File: src/rtl/gamepad_responder.sv
// Pad-side end of the GLatch/GPulse gamepad link: synchronizes the strobes and
// serializes the 8-bit button word onto GamePadData exactly as a physical pad.
//
// state | meaning
// IDLE  | no frame yet; line at released level, pulses ignored
// LOAD  | latch high; Buttons reloaded every cycle (transparent)
// SHIFT | latch low; each pulse rise advances to the next bit
// TAIL  | all 8 bits read; line held at the pressed level
module gamepad_responder #(
  parameter bit ACTIVE_LOW = 1'b1
) (
  input  logic       Clock,
  input  logic       Reset,
  input  logic       GLatch,
  input  logic       GPulse,
  input  logic [7:0] Buttons,
  output logic       GamePadData,
  output logic [3:0] BitCount,
  output logic       FrameDone,
  output logic       Error
);

  localparam logic [1:0] IDLE  = 2'd0;
  localparam logic [1:0] LOAD  = 2'd1;
  localparam logic [1:0] SHIFT = 2'd2;
  localparam logic [1:0] TAIL  = 2'd3;

  localparam logic releasedLevel = ACTIVE_LOW;
  localparam logic pressedLevel  = !ACTIVE_LOW;
  localparam logic [3:0] lastBit  = 4'd7;
  localparam logic [3:0] tailCount = 4'd8;

  logic latchS1, latchS2, latchS3;
  logic pulseS1, pulseS2, pulseS3;
  logic latchRise, pulseRise;

  logic [1:0] state, stateNext;
  logic [7:0] shiftReg, shiftNext;
  logic [3:0] countNext;
  logic       dataNext;
  logic       doneNext;
  logic       errorNext;

  // s1/s2 resolve metastability on the asynchronous strobes; s3 is edge history
  always_ff @(posedge Clock or negedge Reset) begin
    if (!Reset) begin
      latchS1 <= 1'b0;
      latchS2 <= 1'b0;
      latchS3 <= 1'b0;
      pulseS1 <= 1'b0;
      pulseS2 <= 1'b0;
      pulseS3 <= 1'b0;
    end else begin
      latchS1 <= GLatch;
      latchS2 <= latchS1;
      latchS3 <= latchS2;
      pulseS1 <= GPulse;
      pulseS2 <= pulseS1;
      pulseS3 <= pulseS2;
    end
  end

  assign latchRise = latchS2 & ~latchS3;
  assign pulseRise = pulseS2 & ~pulseS3;

  always_comb begin
    stateNext = state;
    shiftNext = shiftReg;
    countNext = BitCount;
    dataNext  = GamePadData;
    doneNext  = 1'b0;
    errorNext = Error;

    if (latchRise) begin
      // A latch restarts the frame from any state; a coincident pulse is a protocol error
      stateNext = LOAD;
      shiftNext = Buttons;
      countNext = 4'd0;
      dataNext  = Buttons[0] ^ ACTIVE_LOW;
      errorNext = pulseRise;
    end else begin
      case (state)
        IDLE: begin
          dataNext  = releasedLevel;
          countNext = 4'd0;
        end
        LOAD: begin
          countNext = 4'd0;
          if (pulseRise) begin
            errorNext = 1'b1;
          end
          if (!latchS2) begin
            stateNext = SHIFT;
          end else begin
            shiftNext = Buttons;
            dataNext  = Buttons[0] ^ ACTIVE_LOW;
          end
        end
        SHIFT: begin
          if (pulseRise) begin
            shiftNext = {1'b0, shiftReg[7:1]};
            if (BitCount == lastBit) begin
              stateNext = TAIL;
              countNext = tailCount;
              doneNext  = 1'b1;
              dataNext  = pressedLevel;
            end else begin
              countNext = BitCount + 4'd1;
              dataNext  = shiftReg[1] ^ ACTIVE_LOW;
            end
          end
        end
        TAIL: begin
          dataNext  = pressedLevel;
          countNext = tailCount;
        end
        default: begin
          stateNext = IDLE;
          dataNext  = releasedLevel;
          countNext = 4'd0;
        end
      endcase
    end
  end

  always_ff @(posedge Clock or negedge Reset) begin
    if (!Reset) begin
      state       <= IDLE;
      shiftReg    <= 8'h00;
      BitCount    <= 4'd0;
      GamePadData <= releasedLevel;
      FrameDone   <= 1'b0;
      Error       <= 1'b0;
    end else begin
      state       <= stateNext;
      shiftReg    <= shiftNext;
      BitCount    <= countNext;
      GamePadData <= dataNext;
      FrameDone   <= doneNext;
      Error       <= errorNext;
    end
  end

endmodule

File: config.mk
export PLATFORM = sky130hd
export DESIGN_NAME = gamepad_responder
export DESIGN_NICKNAME = d
export VERILOG_FILES = /design/src/rtl/gamepad_responder.sv
export SDC_FILE = /design/constraint.sdc
export NUM_CORES = 1
export LEC_CHECK = 0
export BUFFER_PORTS_ARGS = -buffer_cell sky130_fd_sc_hd__buf_2
export CAP_MARGIN = 0
export CORE_MARGIN = 3
export CORE_UTILIZATION = 45
export CTS_CLUSTER_DIAMETER = 120
export DETAILED_ROUTE_END_ITERATION = 12
export GPL_ROUTABILITY_DRIVEN = 0
export PLACE_DENSITY = 0.67
export SLEW_MARGIN = 15
export SYNTH_ARGS = -nofsm -noshare
export SYNTH_HDL_FRONTEND = slang
export SYNTH_SLANG_ARGS = --single-unit
File: constraint.sdc
create_clock -name Clock -period 3.1 [get_ports Clock]
set_input_delay 0.62 -clock Clock [delete_from_list [all_inputs] [get_ports Clock]]
set_output_delay 0.62 -clock Clock [all_outputs]
set_load 0.05 [all_outputs]
==> results_dict.tcl, run 1 <==
set metrics [dict create \
    layout-drive-gt1-share_pct 38.8 \
    tightest_slew_ns 0.540 \
    avgViaCountPerCell 5.24 \
    finish.net_count 117 \
    nFillCells 196 \
    grt_antenna_before_repair 0 \
    grtUsageTotal_pct 14.9 \
    hold_buffers 0 \
    synth_compound_gate_area_share_pct 11.8 \
    drtPass1Iterations 4 \
    yosysTopAreaCell "dfrtp_1" \
    cts.reportedPaths.clkPinSlew_ns 0.12 \
    path_buf_inv 1 \
    areaGrowthSynthToFinish_pct 17.6 \
    syn_inst 81 \
    period_minus_slack_ns 1.72 \
    die-area_mm2 0.00283 \
    area_used_by_multi_input_combinational_logic_um2 434 \
    clock_insertion_delay_worst_skew_ns 0.31 \
    hp-class "primary input to asynchronous set/reset pin" \
    critPathSlowestCell "dfstp_2" \
    cts_buffers 3 \
    cts.repair_timing.setup_buffer_count 0 \
    finalCoreUtilization_pct 57.7 \
    ir_drop_mv 0.354 \
    timing_max_transition_violations_final 0 \
    critical_path_cell_by_cell "buf_2" \
    crit_path_max_fanout 2 \
    top_cells_by_area_synth "dfrtp_1, mux2_2, mux2_4" \
    startpoint_type "register" \
    worst-endpoint-required_ns 2.48 \
    share_of_yosys_cell_area_claimed_by_the_top_area_cell_type_pct 52.5 \
    initial_utilization_pct 49.0 \
    floorplan.die.height_um 53.2 \
    synth_ff_type "dfrtp_1" \
    sequential_cell_area_um2 552 \
    synth.yosys.seq_area_share_pct 55.1 \
    cts.sink_count 22 \
    syn-cell-area_mm2 0.00100 \
    coreArea_mm2 0.00204 \
    synthesis.nets 94 \
    layout_commonest_cell "dfrtp_1" \
    drt_wl_total_mm 1.70 \
    outcome "finished, final reports clean" \
    power_per_cell_area_mw_per_mm2 675 \
    design.portCount 19 \
    global_route.overflow_total 0 \
    highest_clock_frequency_the_design_can_meet_mhz 581 \
    numPortBuffers 18 \
    drt_first_iter_violations 8 \
    yosys.area_share.simple_pct 13.1 \
    cts_tree "built" \
    post_synth_fa_ha_maj_area_fraction_pct 1.25 \
    setup.worst_path.class "register to output port" \
    async_flop_share_pct 100 \
    global_route_wire_length_before_repair_mm 2.89 \
    worst_stage_delay_on_the_critical_path_ns 0.54 \
    cts_root_buf "clkbuf_4" \
    power.leakage_nw 0.568 \
    synth.area.mux_share_pct 16.4 \
    vias 681 \
    grt_max_degree 23 \
    drc_errors 0 \
    hold_viol_final 0 \
    max_slew_margin_pct 63.9 \
    cp-end-kind "output port" \
    cts-htree-levels 1 \
    routedWlPerCell_um 13.1 \
    max_cap_violations 0 \
    cp_top_family "flip-flops" \
    cts_resized 0 \
    critical_path_data_arrival_time_ns 1.10 \
    synth_xor_area_share_pct 0.875 \
    hpwlAfterDp_mm 1.25 \
    die-width_um 53.2 \
    synth_warnings 0 \
    num_antenna_cells 0 \
    netlist-cell-type-count 29 \
    rsz0062_at_grt "false" \
    fp-row-count 16 \
    final_antenna_net_count 0 \
    post_synth.cell_area_avg_um2 12.4 \
    most-common-layout-cells "dfrtp_1, buf_2, nand2_1, o21ai_0, mux2_2" \
    setup_violations 0 \
    final_min_period_over_clock_period_pct 55.5 \
    vias_in_the_first_global_route 671 \
    setup-tns-final_ns 0 \
    fin_worst_skew_ns 0.00772 \
    post_synth_edffs 0 \
    synth_top_family_by_area "multiplexers" \
    synth_seq_cells 22 \
    max-clock-path-buffers 2 \
]
==> metrics by stage <==
step                total power [mW]  instance area (um2)  hold WS, ns  worst slack (ns)  std cells
floorplan                      0.537                 1000        0.324              1.43         81
global placement               0.583                 1120        0.337              1.53        126
detailed placement             0.587                 1120        0.339              1.49        126
CTS                            0.808                 1180        0.249              1.35        130
global route                   0.842                 1180        0.263              1.33        130
finish                         0.795                 1180        0.250              1.38        130
==> area by class of cell <==
type | count | share of cell area [%]
clock buffers | 3 | 1.91
clock inverters | 1 | 2.55
flip-flops and latches | 22 | 46.9
repair buffers | 18 | 7.65
inverters | 4 | 1.28
well taps | 27 | 2.87
multi-input cells | 55 | 36.9
==> synth_stat cells (all sizes together), types with 2 or more instances <==
cell type / count
nor3: 2
dfrtp: 21
a22oi: 2
inv: 4
nand2: 7
nand2b: 3
nor2: 3
o21ai: 8
mux2: 12
a21oi: 5
and2b: 2
==> state kept, by name, summed over array words and instances, names as in the netlist <==
signal and count:
state 2, latchS2 1, BitCount 4, GamePadData 1, FrameDone 1, pulseS2 1
latchS1 1, latchS3 1, pulseS3 1, Error 1, pulseS1 1, shiftReg 7
==> worst paths after layout <==
kind / startpoint / end / slack [ns] / depth (start not counted)
max in group asynchronous: Reset / GamePadData / 2.49 / 1
min in group Clock: latchS1 / latchS2 / 0.36 / 0
worst min-delay path: Reset / latchS2 / 0.25 / 1
worst min register to register: latchS1 / latchS2 / 0.36 / 0
worst max-delay path: GamePadData / GamePadData / 1.38 / 1
worst max register to register: latchS2 / shiftReg[1] / 1.47 / 4
==> metal layers <==
layer,routed length [um],vias to the layer above,global-route usage [%]
met5,0,-,0
met4,17,0,6.38
met3,124,2,6.20
met2,763,22,23.6
met1,794,327,17.5
li1,-,330,-
==> logic make-up (layout without fill, tap and decap cells) <==
group                      after synthesis  count (layout)
AOI/OAI and AO/OA                       18              18
xor gates and xnor gates                 1               1
adders and majority gates                1               1
buffers and inverters                    4              26
DFF                                     22              22
muxes                                   13              13
and+or+nand+nor                         22              22
==> where the power goes <==
part / internal (mW) / switching [mW] / total (mW) / leakage, nW
clock: 0.131 / 0.0846 / 0.215 / 0.0279
combinational: 0.0903 / 0.110 / 0.201 / 0.275
sequential: 0.344 / 0.0349 / 0.379 / 0.265
(Power assumes the default switching activity.)
==> run 2: changes to the inputs <==
Settings changed: ABC_AREA set to 1, PLACE_DENSITY 0.67 to 0.66.
Clock period 3.1 ns to 1.6 ns, I/O delays scaled along.
==> run 2 against run 1 <==
Compared with the run above:
- via count rose by 34%
- sequential power rose by 130%
- final cell count up 43%
- combinational power rose to 5.0 times the previous value
- non-clock buffer count grew 1
- power grew to 2.9 times the previous value
- first-iteration DRC count up 50%
- routed wire length up 27%
- largest power group is now combinational cells
==> results_dict.tcl, run 2 <==
set metrics [dict create \
    synth_most_common_cell "nand2_1" \
    hold_path_startpoint "GPulse" \
    critPathSlowestCell "dfstp_2" \
    setup.worst_path.class "register to output port" \
    hpwlAfterDp_mm 1.58 \
    final_min_period_over_clock_period_pct 89.0 \
    timing_max_transition_violations_final 0 \
    crit_path_max_fanout 2 \
    cts_buffers 3 \
    post_synth_edffs 0 \
    worst_hold_path.num_cells 1 \
    dp_cells 181 \
    vias 912 \
    max_cap_violations 0 \
    ir_drop_mv 1.08 \
    setup-tns-final_ns 0 \
    numPortBuffers 18 \
    path_buf_inv 1 \
    finalNonFillerCells 186 \
    cts_resized 0 \
    netlist-cell-type-count 20 \
    layout_commonest_cell "nand2_1" \
    grt_antenna_before_repair 0 \
    synth_warnings 0 \
    max_reg_flops 7 \
    finish.net_count 172 \
    grtUsageTotal_pct 17.0 \
    drc_errors 0 \
    vias_in_the_first_global_route 800 \
    design.portCount 19 \
    cts.repair_timing.setup_buffer_count 0 \
    max_slew_margin_pct 67.8 \
    most-common-layout-cells "nand2_1, dfrtp_1, buf_2" \
    max_flop_register "shiftReg" \
    global_route_wire_length_before_repair_mm 3.57 \
    highest_clock_frequency_the_design_can_meet_mhz 702 \
    tightest_slew_ns 0.484 \
    synth_seq_cells 22 \
    hold_buffers 1 \
    die-area_mm2 0.00300 \
    reg_top3 "shiftReg (7), BitCount (4), state (2)" \
    max-clock-path-buffers 2 \
    reg2reg_from "BitCount[0]" \
    cts-htree-levels 1 \
    rsz0062_at_grt "false" \
    drt_first_iter_violations 12 \
    reg2reg_depth 6 \
    setup_violations 0 \
    power_per_cell_area_mw_per_mm2 1830 \
    syn-cell-area_mm2 0.00107 \
    synth_top_cells_by_count "nand2_1, dfrtp_1, inv_1" \
    drtPass1Iterations 4 \
    avgViaCountPerCell 4.90 \
    min_to "pulseS1" \
    r2r_end "state[1]" \
    global_route.overflow_total 0 \
    outcome "finished, final reports clean" \
    synthesis.nets 149 \
    fin_worst_skew_ns 0.00241 \
    areaGrowthSynthToFinish_pct 16.5 \
    detailedPlace.worstSlack_ns 0.284 \
    cts.reportedPaths.clkPinSlew_ns 0.13 \
    period_minus_slack_ns 1.42 \
    num_antenna_cells 0 \
    synth.yosys.seq_area_share_pct 51.5 \
    async_flop_share_pct 100 \
    fin_area_mm2 0.00125 \
    clock_insertion_delay_worst_skew_ns 0.31 \
    hp-class "primary input to register" \
    cp_top_family "flip-flops" \
    share_of_yosys_cell_area_claimed_by_the_top_area_cell_type_pct 49.0 \
    cp-end-kind "output port" \
    post_synth.cell_area_avg_um2 7.88 \
    top_cells_by_area_synth "dfrtp_1, nand2_1, nand3_1" \
    area_used_by_multi_input_combinational_logic_um2 464 \
    place_area_mm2 0.00119 \
    hold_viol_final 0 \
    drt_wl_total_mm 2.15 \
    power.leakage_nw 0.704 \
    die-width_um 54.8 \
    syn_inst 136 \
    initial_utilization_pct 48.0 \
    sequential_cell_area_um2 552 \
    floorplan.die.height_um 54.8 \
    grt_max_degree 23 \
    fp-row-count 17 \
    critical_path_cell_by_cell "buf_2" \
    reg2reg_setup_slack_ns 0.27 \
    startpoint_type "register" \
    yosysTopAreaCell "dfrtp_1" \
    routedWlPerCell_um 11.6 \
    synth_ff_type "dfrtp_1" \
    final_antenna_net_count 0 \
    layout-drive-gt1-share_pct 22.8 \
    timing.final.ws_setup_ns 0.176 \
    cts_root_buf "clkbuf_4" \
    worst_stage_delay_on_the_critical_path_ns 0.55 \
    nFillCells 211 \
    cts_tree "built" \
    critical_path_data_arrival_time_ns 1.10 \
    coreArea_mm2 0.00223 \
    cts.sink_count 22 \
    worst-endpoint-required_ns 1.28 \
]
-- run 2: stage by stage --
step           utilization (%)  hold WS (ns)  power (mW)
2_1_floorplan                -        0.0244        1.66
5_1_grt                   55.9        0.0854        2.46
6_report                  55.9         0.108        2.29
3_5_place_dp              53.1         0.319        1.87
3_3_place_gp              53.1         0.309        1.83
4_1_cts                   55.9         0.101        2.30
-- run 2: worst max path at each step --
stage	startpoint	to	slack, ns	cells past startpoint
floorplan	BitCount[1]	state[0]	0.06	6
global placement	BitCount[0]	state[1]	0.33	6
detailed placement	BitCount[0]	state[1]	0.28	6
CTS	GamePadData	GamePadData	0.17	1
global route	BitCount[1]	state[1]	0.13	6
finish	GamePadData	GamePadData	0.18	1
-- run 2: per-layer routing --
| layer | routed length (um) | share of wire [%] | track usage [%] | vias up |
|---|---|---|---|---|
| met4 | 35 | 1.6 | 7.47 | 0 |
| li1 | - | - | - | 465 |
| met2 | 1060 | 49 | 27.0 | 19 |
| met1 | 979 | 45 | 21.9 | 424 |
| met3 | 76 | 3.5 | 3.81 | 4 |
| met5 | 0 | 0 | 0 | - |
-- run 2: kinds of logic (layout without fill, tap and decap cells) --
kind of cell	count (synthesis)	after routing	share of synthesized area (%)
buffers and inverters	13	35	5.25
AOI/OAI and AO/OA	6	6	3.15
DFF	22	22	51.5
and+or+nand+nor	94	94	39.0
adders and majority gates	1	1	1.17
-- run 2: cell type report --
| type | count | area share (%) |
|---|---|---|
| Clock buffer | 3 | 1.80 |
| Timing Repair Buffer | 19 | 8.02 |
| Sequential cell | 22 | 44.2 |
| Multi-Input combinational cell | 101 | 37.2 |
| Clock inverter | 1 | 2.40 |
| Inverter | 12 | 3.61 |
| Tap cell | 28 | 2.81 |
-- run 2: power breakdown --
| part | total, mW | switching [mW] | internal [mW] |
|---|---|---|---|
| sequential | 0.856 | 0.130 | 0.726 |
| clock | 0.428 | 0.175 | 0.253 |
| combinational | 1.00 | 0.698 | 0.306 |
| total | 2.29 | 1.00 | 1.28 |
